===== src/rtl/instr_mem_pkg.sv =====
// Shared types and constants for the loadable instruction memory.
package instr_mem_pkg;

  typedef enum logic [1:0] {
    EMPTY = 2'd0,
    LOAD  = 2'd1,
    RUN   = 2'd2
  } state_e;

  localparam logic [63:0] NOP_WORD = 64'd0;

endpackage


===== src/rtl/instr_mem_array.sv =====
// Word storage: one synchronous write port, one registered read port.
module instr_mem_array
  import instr_mem_pkg::*;
#(
  parameter int DATA_W = 32,
  parameter int DEPTH  = 32
) (
  input  logic                     clk,
  input  logic                     wr_en,
  input  logic [$clog2(DEPTH)-1:0] wr_addr,
  input  logic [DATA_W-1:0]        wr_data,
  input  logic                     rd_en,
  input  logic [$clog2(DEPTH)-1:0] rd_addr,
  output logic [DATA_W-1:0]        rd_data
);

  logic [DATA_W-1:0] mem [DEPTH];

  always_ff @(posedge clk) begin
    if (wr_en) mem[wr_addr] <= wr_data;
    if (rd_en) rd_data <= mem[rd_addr];
  end

endmodule


===== src/rtl/instr_mem_loadable.sv =====
// Instruction memory with a streaming program loader and a fetch port.
module instr_mem_loadable
  import instr_mem_pkg::*;
#(
  parameter int DATA_W = 32,
  parameter int ADDR_W = 5,
  parameter int DEPTH  = 32
) (
  input  logic              clk,
  input  logic              reset,
  input  logic              load_start,
  input  logic              load_valid,
  input  logic [DATA_W-1:0] load_data,
  output logic              loading,
  output logic              load_done,
  input  logic              fetch_req,
  input  logic [ADDR_W-1:0] fetch_addr,
  output logic              fetch_ready,
  output logic [DATA_W-1:0] instru,
  output logic              instru_valid,
  output logic              fault
);

  localparam int AW = $clog2(DEPTH);
  localparam logic [AW-1:0] LAST = AW'(DEPTH - 1);
  localparam logic [ADDR_W:0] DEPTH_L = (ADDR_W + 1)'(DEPTH);

  state_e            state;
  logic [AW-1:0]     wptr;
  logic              wr_en;
  logic              fetch_acc;
  logic              in_range;
  logic              rd_en;
  logic              valid_q;
  logic              oor_q;
  logic              primed_q;
  logic [DATA_W-1:0] rd_data;

  assign loading     = (state == LOAD);
  assign fetch_ready = (state == RUN);
  assign wr_en       = loading && load_valid;
  assign load_done   = wr_en && (wptr == LAST);
  assign fetch_acc   = fetch_req && fetch_ready;
  assign in_range    = {1'b0, fetch_addr} < DEPTH_L;
  assign rd_en       = fetch_acc && in_range;

  always_ff @(posedge clk or posedge reset) begin
    if (reset) begin
      state <= EMPTY;
      wptr  <= '0;
    end else begin
      unique case (state)
        EMPTY, RUN: begin
          if (load_start) begin
            state <= LOAD;
            wptr  <= '0;
          end
        end
        LOAD: begin
          if (wr_en) begin
            if (wptr == LAST) begin
              wptr  <= '0;
              state <= RUN;
            end else begin
              wptr <= wptr + 1'b1;
            end
          end
        end
        default: state <= EMPTY;
      endcase
    end
  end

  // primed_q masks stale array output after reset; oor_q selects the NOP word
  always_ff @(posedge clk or posedge reset) begin
    if (reset) begin
      valid_q  <= 1'b0;
      oor_q    <= 1'b0;
      primed_q <= 1'b0;
      fault    <= 1'b0;
    end else begin
      valid_q <= fetch_acc;
      if (fetch_acc) begin
        oor_q    <= !in_range;
        primed_q <= 1'b1;
        if (!in_range) fault <= 1'b1;
      end
    end
  end

  assign instru_valid = valid_q;
  assign instru = (primed_q && !oor_q) ? rd_data : DATA_W'(NOP_WORD);

  instr_mem_array #(
    .DATA_W(DATA_W),
    .DEPTH (DEPTH)
  ) u_array (
    .clk    (clk),
    .wr_en  (wr_en),
    .wr_addr(wptr),
    .wr_data(load_data),
    .rd_en  (rd_en),
    .rd_addr(fetch_addr[AW-1:0]),
    .rd_data(rd_data)
  );

endmodule


===== config.mk =====
export PLATFORM = sky130hd
export DESIGN_NAME = instr_mem_loadable
export DESIGN_NICKNAME = d
export VERILOG_FILES = /design/src/rtl/instr_mem_pkg.sv /design/src/rtl/instr_mem_array.sv /design/src/rtl/instr_mem_loadable.sv
export SDC_FILE = /design/constraint.sdc
export NUM_CORES = 1
export LEC_CHECK = 0
export CORE_MARGIN = 2
export CORE_UTILIZATION = 50
export CTS_CLUSTER_SIZE = 10
export DETAILED_ROUTE_END_ITERATION = 12
export PLACE_DENSITY = 0.66
export SYNTH_ARGS = -nofsm -noshare
export SYNTH_HDL_FRONTEND = slang
export SYNTH_SLANG_ARGS = --single-unit

===== constraint.sdc =====
create_clock -name clk -period 4.52 [get_ports clk]
set_input_delay 0.904 -clock clk [delete_from_list [all_inputs] [get_ports clk]]
set_output_delay 0.904 -clock clk [all_outputs]
set_load 0.02 [all_outputs]

=== After elaboration in Yosys (flattened, before gate mapping) ===
Memory sizes are Yosys's and may differ from the RTL's. A register that Yosys moved wholly into a read port is not among the register bits.
Cells that the tools add are included.
Widths: inputs -> output; s select.

* Bits in registers: 9
* RAM bits: 1,024
* Output and inout bits: 37
* Memories: 1

{| class="wikitable"
|+ Memory list
! name !! depth !! bits a word !! read ports !! clocked after Yosys merged registers in !! write ports !! line !! text
|-
| u_array.mem || 32 || 32 || 1 || 1 || 1 || instr_mem_array.sv:17 || <nowiki>logic [DATA_W-1:0] mem [DEPTH];</nowiki>
|}

* $add $sub $neg: 1
* Eq/ne operators: 6
* Multiplexer cells: 11
* Reductions and logical operators: 8

{| class="wikitable"
|+ Operator list
! operator !! count
|-
| $mux 32 || 1
|-
| $mux 5 || 3
|-
| $pmux 5 s2 || 1
|-
| $mux 2 || 3
|-
| $reduce_and 3->1 || 2
|-
| $add 5x1->5 const B || 1
|-
| $eq 5x5->1 const B || 1
|-
| $ne 2x1->1 const B || 2
|-
| $pmux 2 s2 || 1
|-
| $logic_and 1x1->1 || 3
|-
| $eq 2x1->1 const B || 1
|-
| $eq 2x2->1 const B || 1
|-
| $logic_not 2->1 || 1
|-
| $mux 1 || 2
|-
| $ne 2x2->1 const B || 1
|-
| $reduce_bool 2->1 || 1
|-
| $reduce_or 2->1 || 1
|}

=== Logic depth before layout (Yosys ltp) ===
Gate-level depths: netlist (run 1).

* Depth after elaboration: 4
* Mapped depth: 8
* Gate-level depth less buffers: 6

=== Cells and area by module ===
From an unflattened synthesis (run 1), not the netlist that was laid out.

* Cells, all modules: 2,342
* Area, all modules: 41,474.8 um^2

{| class="wikitable"
|+ By module, submodules not included
! module !! times used !! cells each !! area each (um^2) !! sequential area each (um^2)
|-
| instr_mem_array || 1 || 2,260 || 40,805.4 || 31,710.4
|-
| instr_mem_loadable || 1 || 82 || 669.4 || 225.2
|}

=== Least setup slack after synthesis (run 1) ===
Ideal clock, no wire load.

* Path kind: input port to flip-flop
* Start point: in load_valid
* End point: mem u_array.mem[28][0], enable pin
* Setup time: 0.421 ns
* Arrival time: 2.809 ns
* Data required time: 4.099 ns
* Slack: 1.290 ns
* Cell stages on the path: 4
* Cells stage by stage: and3b_1 > clkbuf_1 > nand2_1 > nor2_1

* Longest elaborated chain between the ends: 3

{| class="wikitable"
|+ Ends and longest elaborated chain
! item !! line !! text
|-
| start, declared || instr_mem_loadable.sv:12 || <nowiki>input logic load_valid,</nowiki>
|-
| $logic_and 1x1->1 || instr_mem_loadable.sv:41 || <nowiki>assign wr_en = loading && load_valid;</nowiki>
|-
| $mux 1 || instr_mem_array.sv:20 || <nowiki>if (wr_en) mem[wr_addr] <= wr_data;</nowiki>
|-
| $mux 1 (not written as such) || instr_mem_array.sv:20 ||
|-
| end, declared || instr_mem_array.sv:17 ||
|}

Every way passes these cells.

=== Worst setup path after layout (run 1) ===
* Start point: reg wptr[1]
* End point: out load_done

* Longest elaborated chain between the ends: 2

{| class="wikitable"
|+ Ends and longest elaborated chain
! item !! line !! text
|-
| start, declared || instr_mem_loadable.sv:29 || <nowiki>logic [AW-1:0] wptr;</nowiki>
|-
| start signal, assigned || instr_mem_loadable.sv:65 || <nowiki>wptr <= wptr + 1'b1;</nowiki>
|-
| $eq 5x5->1 || instr_mem_loadable.sv:42 || <nowiki>assign load_done = wr_en && (wptr == LAST);</nowiki>
|-
| $logic_and 1x1->1 || instr_mem_loadable.sv:42 ||
|-
| end, declared || instr_mem_loadable.sv:15 || <nowiki>output logic load_done,</nowiki>
|}

Every way passes these cells.

==> impl_metrics.py, run 1 <==
metrics = {
    "synthesis": {
        "netlist_top_cells_count": "edfxtp_1, mux2i_1, nand2_1",
        "ys_seq_area_share_pct": 76.9,
        "async_reset_ff_share_pct": 0.845,
        "yosysUniqueCellTypes": 34,
        "syn_inst": 2349,
        "synth_seq_cells": 1065,
        "yosysMostFrequentCell": "edfxtp_1",
        "syn_area_sq_mm": 0.0415,
        "synth_top_flop_cell": "edfxtp_1",
        "synth.top_cell.area_share_pct": 76.3,
        "syn_avg_cell_area_sq_um": 17.7,
        "syn_nets": 2396,
        "post-synth-top-area-cell": "edfxtp_1",
        "yosys_warnings": 0,
        "yosys-top-cells-area": "edfxtp_1, mux2i_1, a22oi_1",
        "synth_edf_count": 1056,
    },
    "routing": {
        "drtAntennaViolNets": 0,
        "drt_iter0_drc": 2445,
        "routedWlPerCell_microns": 27.6,
        "route.detailed.drc": 0,
        "vias": 21800,
        "routed_via_density": 6.02,
        "drtPass1Iterations": 6,
        "wirelength_mm": 99.8,
    },
    "critical_path": {
        "slowest_delay_ps": 620,
        "cp.arrival_ps": 2570,
        "worstPathRequired_ps": 3620,
        "path_delay_family": "buffers and inverters",
        "startpoint_type": "flop",
        "crit_top_cell": "ha_1",
        "critPathSlowestCell": "clkdlybuf4s50_1",
        "crit_fanout": 5,
        "end_kind": "output pin",
        "worstSetupPathType": "flop to output pin",
        "cp_cell_sequence": "ha_1 > and3_1 > ha_1 > and2_1 > clkdlybuf4s50_1",
        "path_buf_inv": 1,
    },
    "sta": {
        "worst_pin_slew_ps": 1300,
        "period_minus_slack_ps": 3480,
        "hold_viol_final": 0,
        "setup_tns_ps": 0,
        "hold_ws_ps": 499,
        "fmax_mhz": 288,
        "rsz0062_at_grt": "no",
        "clock_skew_ps": 37.8,
        "drv_slew": 0,
        "fin_crit_sh_pct": 76.9,
        "finalSetupViolations": 0,
        "relSlewSlack_pct": 13.3,
    },
    "floorplan": {
        "ioPinCount": 79,
        "initial_core_util_pct": 50.6,
        "die_w_microns": 292,
        "die-area_sq_mm": 0.0854,
        "core_area_sq_mm": 0.0821,
        "rows": 105,
        "die_y_microns": 292,
    },
    "grt": {
        "grt_pass1_wl_mm": 145,
        "gr-usage-all-layers_pct": 23.3,
        "grt_overflow": 0,
        "antenna_found_initial": 7,
        "first_global_vias": 21800,
        "grt_start_max_net_pins": 104,
    },
    "cts": {
        "postCtsSetupBuffers": 0,
        "cts-htree-levels": 3,
        "cts_buffers": 117,
        "clockBufferDepth": 3,
        "cts_root_buf": "clkbuf_16",
        "cts_resized": 0,
        "cts.hold.buffers_added": 0,
        "cts.sink_count": 1065,
        "clk_pin_slew_ps": 50,
        "cts_tree": "done",
        "clk_latency_ps": 700,
    },
    "power": {
        "ir_drop_mv": 0.321,
        "p_sw_share_pct": 22.6,
        "p_int_mw": 16.5,
        "power.density_mw_per_mm2": 451,
        "power_frac_comb_pct": 8.0,
        "power.leakage_nw": 16.4,
        "clockPowerShare_pct": 38.0,
        "p_switching_mw": 4.83,
        "power_frac_seq_pct": 54.0,
    },
    "status": {
        "status": "complete, no violations",
    },
    "placed_design": {
        "gp_congestion": 0.836,
        "place_area_sq_mm": 0.0442,
        "portBuffers": 77,
        "place_hpwl_mm": 57.6,
    },
    "cells_and_area": {
        "nNetsFinal": 2561,
        "area_growth_pct": 14.0,
        "final_area_sq_mm": 0.0473,
        "drive_gt1_share_pct": 10.8,
        "insertedDiodeCount": 0,
    },
    "job": {
        "maxCapViolations": 0,
    },
    "min_path": {
        "hold_class": "input port to async pin",
    },
}
-- worst register-to-register path: stages (launching register included) --
cell     delay [ps]
dfrtp_1         380
and3b_1         370
nand2_1         500
nor2_4          840
buf_4           290
-- placed cells by master, fill, tap and decap left out, drive strengths merged --
master | synthesis | final
a22oi | 96 | 96
buf | 94 | 104
conb | 1 | 1
a31oi | 32 | 32
ha | 5 | 5
nand3 | 98 | 98
edfxtp | 1056 | 1056
nand3b | 3 | 3
and3b | 1 | 1
dfrtp | 9 | 9
clkbuf | 40 | 142
or3b | 2 | 2
or3 | 1 | 1
nor2 | 34 | 34
nor2b | 3 | 3
inv | 6 | 10
and3 | 1 | 1
a21oi | 98 | 98
mux2i | 512 | 512
nand2b | 3 | 3
o21ai | 5 | 5
o31ai | 1 | 1
nand2 | 110 | 110
nor3 | 35 | 35
and2 | 35 | 35
a21o | 1 | 1
or2 | 2 | 2
a22o | 64 | 64
clkinv | 0 | 6
clkdlybuf4s50 | 0 | 76
mux2 | 1 | 1
-- state kept, by name (all words and copies together) (netlist names) --
name             cells
u_array.mem       1024
state                2
primed_q             1
u_array.rd_data     32
instru_valid         1
wptr                 5
-- power by group through the flow --
stage          sequential (mW)  clock, mW  combinational, mW
3_3_place_gp              11.7          0               1.67
5_1_grt                   11.6       8.62               1.83
3_5_place_dp              11.7          0               1.71
2_1_floorplan             11.7          0              0.947
6_report                  11.5       8.11               1.71
4_1_cts                   11.5       8.23               1.72
-- metrics by stage --
| step | utilization (%) | power (mW) | cells | setup slack (ps) |
|---|---|---|---|---|
| 6_report | 57.6 | 21.4 | 3617 | 1040 |
| 5_1_grt | 57.6 | 22.0 | 3617 | 939 |
| 4_1_cts | 57.6 | 21.5 | 3617 | 1030 |
| 3_5_place_dp | 53.8 | 13.4 | 3465 | 890 |
| 3_3_place_gp | 53.8 | 13.4 | 3465 | 898 |
| 2_1_floorplan | - | 12.6 | 2349 | 1290 |
-- cell families (layout without fill, tap and decap cells) --
group                    count (synthesis)  count (layout)  synth area share, %
AO/OA/AOI/OAI                          297             297                 4.85
adder cells (fa/ha/maj)                  5               5                0.151
buffers and inverters                  140             338                 2.03
flip-flops                            1065            1065                 76.9
multiplexers                           513             513                 12.4
other                                    1               1              0.00903
AND/OR/NAND/NOR                        328             328                 3.70
-- path summary, 6_finish.rpt --
path | depth (start not counted) | from | to | slack, ps
max in group asynchronous | 2 | reset | wptr[1]$_DFFE_PP0P_ | 3760
min | 2 | reset | instru_valid$_DFF_PP0_ | 500
max reg2reg | 4 | state[1]$_DFFE_PP0P_ | u_array.mem[9][9]$_DFFE_PP_ | 1870
max | 5 | wptr[1]$_DFFE_PP0P_ | load_done | 1040
min in group clk | 1 | state[0]$_DFFE_PP0P_ | state[0]$_DFFE_PP0P_ | 550
min reg2reg | 1 | state[0]$_DFFE_PP0P_ | state[0]$_DFFE_PP0P_ | 550
-- per-layer routing --
layer / vias to the layer above / wire length [microns] / share of wire (%) / global-route usage [%]
li1: 9560 / - / - / -
met1: 11100 / 40100 / 40 / 31.1
met2: 927 / 49500 / 50 / 39.0
met3: 143 / 7360 / 7.4 / 4.04
met4: 6 / 2760 / 2.8 / 7.76
met5: - / 45 / 0.045 / 0
-- cell type report --
type                       instances  area, sq um
tap                             1070         1340
timing repair buffer             180         1870
multi-input combinational       1144         9030
sequential                      1065        31900
clock buffer                     142         3020
inverter                           6         22.5
clock inverter                    10          110
fill                            5991        34800
Power figures use the tool's default switching activity.
==> inputs of run 2 (changes only) <==
==> constraint.sdc (replaced) <==
create_clock -name clk -period 3.3 [get_ports clk]
set_input_delay 0.66 -clock clk [delete_from_list [all_inputs] [get_ports clk]]
set_output_delay 0.66 -clock clk [all_outputs]
set_load 0.02 [all_outputs]
==> run 2 against run 1 <==
  * Final cell count up 1.0%
  * Critical path depth unchanged
  * Largest cell class unchanged
  * Global-route usage up 0.77 points
  * Clock power up 38%
  * Die area unchanged
  * Highest routed layer unchanged
  * Critical endpoint unchanged
  * Non-clock buffer count up 52
  * Utilization up 0.68 points
  * Hold slack worse by 230 ps
==> impl_metrics.py, run 2 (same netlist as run 1, synthesis figures left out) <==
metrics = {
    "critical_path": {
        "worstSetupPathType": "flop to output pin",
        "reg2reg_to": "u_array.mem[10][28]$_DFFE_PP_",
        "worstPathRequired_ps": 2640,
        "slowest_delay_ps": 630,
        "worst-r2r-cell-count": 5,
        "cp.arrival_ps": 2530,
        "rrSetupSlack_ps": 1040,
        "reg2reg_from": "state[1]$_DFFE_PP0P_",
        "crit_fanout": 5,
        "path_delay_family": "buffers and inverters",
        "crit_top_cell": "ha_1",
        "critPathSlowestCell": "clkdlybuf4s50_1",
        "path_buf_inv": 1,
        "end_kind": "output pin",
        "cp_cell_sequence": "ha_1 > and3_1 > ha_1 > and2_1 > clkdlybuf4s50_1",
        "startpoint_type": "flop",
    },
    "cells_and_area": {
        "insertedDiodeCount": 0,
        "final_cell_mix": "edfxtp_1, mux2i_1, clkbuf_16, buf_4, nand2_1",
        "drive_gt1_share_pct": 12.7,
        "final_common_cell": "edfxtp_1",
        "biggestRegsByFlops": "u_array.mem x1024, u_array.rd_data x32, wptr x5",
        "largest_reg_flops": 1024,
        "top_register": "u_array.mem",
        "final_util_pct": 58.3,
        "area_growth_pct": 15.3,
        "nFillCells": 5944,
        "final_area_sq_mm": 0.0479,
        "nNetsFinal": 2613,
    },
    "cts": {
        "clockBufferDepth": 3,
        "cts.sink_count": 1065,
        "cts_buffers": 117,
        "cts-htree-levels": 3,
        "clk_latency_ps": 670,
        "cts_resized": 0,
        "cts_tree": "done",
        "cts_root_buf": "clkbuf_16",
        "clk_pin_slew_ps": 50,
        "postCtsSetupBuffers": 0,
        "cts.hold.buffers_added": 0,
    },
    "power": {
        "power_frac_comb_pct": 8.6,
        "ir_drop_mv": 0.420,
        "power.density_mw_per_mm2": 617,
        "p_sw_share_pct": 22.5,
        "power_frac_seq_pct": 53.4,
        "power.leakage_nw": 16.7,
        "clockPowerShare_pct": 38.0,
        "p_int_mw": 22.9,
        "p_switching_mw": 6.65,
    },
    "routing": {
        "drtPass1Iterations": 5,
        "drt_iter0_drc": 2397,
        "vias": 22300,
        "routedWlPerCell_microns": 28.3,
        "wirelength_mm": 103,
        "drtAntennaViolNets": 0,
        "route.detailed.drc": 0,
        "routed_via_density": 6.10,
    },
    "sta": {
        "fin_crit_sh_pct": 96.7,
        "drv_slew": 0,
        "hold_viol_final": 0,
        "setup_tns_ps": 0,
        "fin_ws_ps": 110,
        "relSlewSlack_pct": 15.6,
        "finalSetupViolations": 0,
        "hold_ws_ps": 268,
        "clock_skew_ps": 19.2,
        "fmax_mhz": 314,
        "rsz0062_at_grt": "no",
        "period_minus_slack_ps": 3190,
        "worst_pin_slew_ps": 1260,
    },
    "grt": {
        "grt_pass1_wl_mm": 150,
        "grt-busiest-layer": "met2",
        "first_global_vias": 22600,
        "grt_use_met3_pct": 3.11,
        "met1_usage_pct": 34.1,
        "antenna_found_initial": 3,
        "grt_overflow": 0,
        "gr-usage-all-layers_pct": 24.1,
        "grt_start_max_net_pins": 58,
        "met2_usage_pct": 39.3,
    },
    "placed_design": {
        "place_hpwl_mm": 59.3,
        "dp_slack_ps": 193,
        "gp_congestion": 0.796,
        "portBuffers": 77,
        "place_area_sq_mm": 0.0448,
    },
    "floorplan": {
        "die_y_microns": 292,
        "rows": 105,
        "die-area_sq_mm": 0.0854,
        "initial_core_util_pct": 50.6,
        "core_area_sq_mm": 0.0821,
        "ioPinCount": 79,
        "die_w_microns": 292,
    },
    "status": {
        "status": "complete, no violations",
    },
    "min_path": {
        "hold_class": "input port to async pin",
    },
    "job": {
        "maxCapViolations": 0,
    },
}
run 2: cell type report:
class	instances	area, sq um	area share, %
Tap cell	1070	1340	2.80
Inverter	6	22.5	0.0470
Multi-Input combinational cell	1144	9030	18.9
Timing Repair Buffer	232	2430	5.07
Clock buffer	129	2990	6.25
Sequential cell	1065	31900	66.7
Clock inverter	7	144	0.300
run 2: worst reg2reg max path, delay by kind of cell (launching register included):
family                 cells  cell delay [ps]
AND/OR/NAND/NOR            3              850
buffers and inverters      2              670
flip-flops                 1              400
run 2: per-layer routing:
layer  vias up  share of wire, %
met5         -             0.011
met4         2               2.6
met3       165               7.3
met2       971                48
met1     11500                42
li1       9639                 -
run 2: worst max-delay path by stage:
stage	depth (start not counted)	slack, ps	endpoint	from
5_1_grt	5	10	load_done	wptr[1]$_DFFE_PP0P_
3_3_place_gp	7	250	u_array.rd_data[6]$_DFFE_PP_	fetch_addr[0]
3_5_place_dp	7	190	u_array.rd_data[6]$_DFFE_PP_	fetch_addr[0]
6_report	5	110	load_done	wptr[1]$_DFFE_PP0P_
4_1_cts	5	90	load_done	wptr[1]$_DFFE_PP0P_
2_1_floorplan	4	310	u_array.mem[28][0]$_DFFE_PP_	load_valid
run 2: power by group through the flow:
stage          sequential, mW  combinational [mW]  clock (mW)
2_1_floorplan            16.0                1.30           0
3_3_place_gp             16.0                2.47           0
3_5_place_dp             16.1                2.52           0
4_1_cts                  15.8                2.53        11.4
5_1_grt                  15.8                2.68        11.9
6_report                 15.8                2.53        11.2
run 2: metrics by stage:
| stage | total power [mW] | std cells |
|---|---|---|
| after floorplan | 17.3 | 2349 |
| after global routing | 30.4 | 3653 |
| final | 29.6 | 3653 |
| after CTS | 29.7 | 3653 |
| after detailed placement | 18.6 | 3517 |
| after global placement | 18.5 | 3517 |
